## src/rtl/register_file.sv

```systemverilog
// 32 x 64-bit architectural register file feeding the ALU operands.
// Two bypassed read ports with a registered output stage, one write port, X31 reads as zero.
module register_file #(
   parameter int unsigned WIDTH    = 64,
   parameter int unsigned DEPTH    = 32,
   parameter int unsigned ZERO_REG = 31
) (
   input  logic                     clk,
   input  logic                     rst,
   input  logic                     wr_en,
   input  logic [$clog2(DEPTH)-1:0] wr_addr,
   input  logic [WIDTH-1:0]         wr_data,
   input  logic                     rd_en,
   input  logic                     stall,
   input  logic [$clog2(DEPTH)-1:0] rd_addr_a,
   input  logic [$clog2(DEPTH)-1:0] rd_addr_b,
   output logic [WIDTH-1:0]         a_out,
   output logic [WIDTH-1:0]         b_out,
   output logic                     out_valid
);

   localparam int unsigned AW = $clog2(DEPTH);
   localparam logic [AW-1:0] ZERO_ADDR = AW'(ZERO_REG);

   logic [WIDTH-1:0] regs_q [DEPTH];
   logic [DEPTH-1:0] wr_sel_c;

   logic [WIDTH-1:0] rd_a_c;
   logic [WIDTH-1:0] rd_b_c;

   logic [WIDTH-1:0] a_q;
   logic [WIDTH-1:0] a_d;
   logic [WIDTH-1:0] b_q;
   logic [WIDTH-1:0] b_d;
   logic             valid_q;
   logic             valid_d;

   // Zero register wins over bypass, bypass wins over stored contents.
   function automatic logic [WIDTH-1:0] read_port(
      input logic [AW-1:0] addr
   );
      logic [WIDTH-1:0] val;
      if (addr == ZERO_ADDR) begin
         val = '0;
      end else if (wr_en && (wr_addr == addr)) begin
         val = wr_data;
      end else begin
         val = regs_q[addr];
      end
      return val;
   endfunction

   always_comb begin
      wr_sel_c = '0;
      if (wr_en && (wr_addr != ZERO_ADDR)) begin
         wr_sel_c[wr_addr] = 1'b1;
      end
   end

   always_ff @(posedge clk or posedge rst) begin
      if (rst) begin
         for (int i = 0; i < int'(DEPTH); i++) begin
            regs_q[i] <= '0;
         end
      end else begin
         for (int i = 0; i < int'(DEPTH); i++) begin
            if (wr_sel_c[i]) begin
               regs_q[i] <= wr_data;
            end
         end
      end
   end

   always_comb begin
      rd_a_c = read_port(rd_addr_a);
      rd_b_c = read_port(rd_addr_b);
   end

   // Output stage: stall freezes everything; an idle cycle keeps data but clears valid.
   always_comb begin
      a_d     = a_q;
      b_d     = b_q;
      valid_d = valid_q;
      if (!stall) begin
         if (rd_en) begin
            a_d     = rd_a_c;
            b_d     = rd_b_c;
            valid_d = 1'b1;
         end else begin
            valid_d = 1'b0;
         end
      end
   end

   always_ff @(posedge clk or posedge rst) begin
      if (rst) begin
         a_q     <= '0;
         b_q     <= '0;
         valid_q <= 1'b0;
      end else begin
         a_q     <= a_d;
         b_q     <= b_d;
         valid_q <= valid_d;
      end
   end

   assign a_out     = a_q;
   assign b_out     = b_q;
   assign out_valid = valid_q;

endmodule

```

## config.mk

```make
export PLATFORM = sky130hd
export DESIGN_NAME = register_file
export DESIGN_NICKNAME = d
export VERILOG_FILES = /design/src/rtl/register_file.sv
export SDC_FILE = /design/constraint.sdc
export NUM_CORES = 2
export LEC_CHECK = 0
export ABC_CLOCK_PERIOD_IN_PS = 219000
export CELL_PAD_IN_SITES_DETAIL_PLACEMENT = 0
export CELL_PAD_IN_SITES_GLOBAL_PLACEMENT = 1
export CORE_MARGIN = 10
export CORE_UTILIZATION = 58
export DETAILED_ROUTE_END_ITERATION = 12
export HOLD_SLACK_MARGIN = 0.1
export PLACE_DENSITY_LB_ADDON = 0.05
export REMOVE_ABC_BUFFERS = 1
export SLEW_MARGIN = 40
export SYNTH_ARGS = -nofsm -noshare
export SYNTH_HDL_FRONTEND = slang
export SYNTH_SLANG_ARGS = --single-unit
```

## constraint.sdc

```tcl
create_clock -name clk -period 219 [get_ports clk]
set_clock_uncertainty 0.2 [all_clocks]
set_input_delay 32.85 -clock clk [delete_from_list [all_inputs] [get_ports clk]]
set_output_delay 32.85 -clock clk [all_outputs]
set_load 0.01 [all_outputs]
```

==> metrics.cfg <==
[timing]
relSlewSlack = 0.377
fmax_ghz = 0.0271
finalCriticalPeriod_ps = 36890
fin_setup_tns_ps = 0
slew_viol_final = 0
rsz0062_at_grt = no
setup_viol_count_final = 0
worst_slew_pin_slew_ps = 934
fin_crit_sh = 0.168
finalHoldViolations = 0

[status]
outcome = completed

[cts]
cts-resized-gates = 0
clkTransAtPathRegs_ps = 60
cts_inserted_buffers = 230
h-tree-depth = 4
clockRootBuffer = clkbuf_16
cts_tree = yes
postCtsSetupRepairBufs = 0
max-clock-path-buffers = 3
insertion_delay_ps = 890
hold_buffers = 0
clock-sinks = 2177

[final_layout]
final_cell_mix = dfrtp_1 (2177), mux2_2 (2024), mux2i_1 (768), mux4_2 (729), o22ai_1 (241)
layout.nets = 7777
seq_area_sq_mm = 0.0545
multiInputGateArea_sq_mm = 0.0556
final.fill_count = 14431
fin_area_sq_mm = 0.125
area_delta_synth_final_pct = 9.95
drive_gt1_frac = 0.440
final_common_cell = dfrtp_1

[synth]
synth_xor_area_frac = 0.000768
synth.top_cell.area_share = 0.478
synthCells = 7931
yosys.area_share.simple = 0.0257
seq_area_frac_synth = 0.478
avgSynthCellArea_sq_um = 14.4
netlist_area_sq_mm = 0.114
yosys.area.top_type = dfrtp_1
ys_top_cells_by_area = dfrtp_1 (48%), mux2_2 (20%), mux4_2 (14%), mux2i_1 (6.7%), clkbuf_1 (1.6%)
synth_cell_type_count = 58
synth_top_family_by_area = multiplexers
synth-adder-area-share = 0
synth_edf_count = 0
synthMuxAreaShare = 0.411
yosysWarnings = 0
synth-compound-area-share = 0.0469
ys_ff_latch = 2177
ys_async_sr_fraction = 1.00
yosys_most_used_dff = dfrtp_1

[pwr]
power_density_mw_per_mm2 = 9.37
irDropWorstVdd_mv = 0.00924
pwr-share-clk = 0.350
pwr-share-comb = 0.193
cellLeakagePower_nw = 55.2
p_total_mw = 1.17
p_int_mw = 0.855
p_sw_mw = 0.320
switching_share = 0.272
seqPwrFrac = 0.457

[hold_path]
hp-class = reg -> reg

[routing]
ant_nets = 0
drc = 0
wl_um = 373000
wl_per_cell_um = 35.4
drt_iter0_markers = 7444
vias = 74684
via_per_inst = 7.09
first_pass_iters = 8

[global_routing]
grtUsageTotal = 0.341
grt_overflow_total = 0
grt_max_degree = 151
grt_pass1_vias = 76682
antenna_found_initial = 21
grt_pass1_wl_um = 545000

[floorplan]
core_sq_mm = 0.195
die_h_um = 463
die_w_um = 463
ios = 213
rows = 162
die_area_sq_mm = 0.215
start_util = 0.584

[placement]
gp_congestion = 0.815
place_area_sq_mm = 0.117
portBuffers = 212
hpwl_um = 204000

[worst_setup_path]
arrival_ps = 37450
path_class = in -> reg
worstPathMaxFanout = 41
cp-start-kind = input port
end_kind = flop
required_ps = 219570

[flow_run]
max-cap-violations = 0

## registers in the layout, summed over array words and instances, names as in the netlist
| register | count |
|---|---|
| a_out | 64 |
| b_out | 64 |
| out_valid | 1 |
| regs_q | 2048 |
## stage by stage
stage / worst slack, ps / hold slack (ps) / std cells / util
after global placement: 180680 / 180 / 10064 / 0.599
after CTS: 181670 / 199 / 10514 / 0.641
final: 182110 / 196 / 10534 / 0.643
after floorplan: 124440 / 169 / 7050 / -
after global routing: 181710 / 205 / 10525 / 0.642
after detailed placement: 180730 / 185 / 10079 / 0.600
## worst max-delay path, stage by stage
cell	delay, ps
buf_8	360
buf_6	550
buf_6	570
buf_4	720
buf_4	680
mux4_2	580
a22o_1	240
a221oi_1	220
a2111oi_0	150
a221o_1	300
## Yosys cell counts (7+ instances only)
cell	instances
a221oi_1	85
buf_6	53
mux2i_1	768
o22ai_1	241
nand3_1	16
nor2_2	9
buf_1	18
a22o_1	43
a31o_1	13
a21boi_0	12
a21oi_1	15
a221o_1	107
o211ai_1	11
and2_1	66
mux2_2	2024
nor2_1	235
buf_4	55
a211oi_1	13
a211o_1	7
nor2b_1	10
clkbuf_1	481
mux4_2	729
dfrtp_1	2177
nor3b_1	7
a22oi_1	17
nand3b_1	9
nand2_1	55
buf_2	269
nor4_1	93
o21ai_0	148
nor3_1	68
## power groups by stage
| stage | Sequential [mW] | Clock [mW] | Combinational (mW) |
|---|---|---|---|
| after global placement | 0.536 | 0 | 0.220 |
| after floorplan | 0.527 | 0 | 0.161 |
| after detailed placement | 0.541 | 0 | 0.225 |
| after CTS | 0.535 | 0.416 | 0.226 |
| final | 0.537 | 0.411 | 0.226 |
| after global routing | 0.546 | 0.432 | 0.243 |
## final cells by class
cell class / instances / area share
multi-input cells: 4870 / 0.444
repair buffers: 411 / 0.0317
clock buffers: 345 / 0.0551
diodes: 14 / 0.000279
inverters: 3 / 0.000190
flip-flops and latches: 2177 / 0.434
well taps: 2624 / 0.0262
clock inverters: 90 / 0.00847
## path summary, 6_finish.rpt
path,to,start,slack [ps],depth (start not counted)
setup / recovery,b_out[13]$_DFFE_PP0P_,rd_addr_b[0],182110,10
hold / removal,regs_q[7]$_DFFE_PP0P_,regs_q[7]$_DFFE_PP0P_,200,0
setup reg to reg,b_out[0]$_DFFE_PP0P_,regs_q[256]$_DFFE_PP0P_,216810,5
hold reg to reg,regs_q[7]$_DFFE_PP0P_,regs_q[7]$_DFFE_PP0P_,200,0
max in group asynchronous,regs_q[88]$_DFFE_PP0P_,rst,182480,8
min in group asynchronous,regs_q[1889]$_DFFE_PP0P_,rst,32180,2
## kinds of logic after synthesis
group | count (synthesis)
buffers and inverters | 884
and+or+nand+nor | 595
DFF | 2177
AOI/OAI and AO/OA | 744
xor gates and xnor gates | 10
muxes | 3521
## per-layer routing
layer,share of wire,wire [um],track usage,vias up
met5,0.00018,69,0,-
met4,0.050,18600,0.152,10
met3,0.074,27500,0.0665,906
met2,0.47,175000,0.542,3373
met1,0.41,152000,0.457,40403
li1,-,-,-,29992
(Power assumes the default switching activity.)
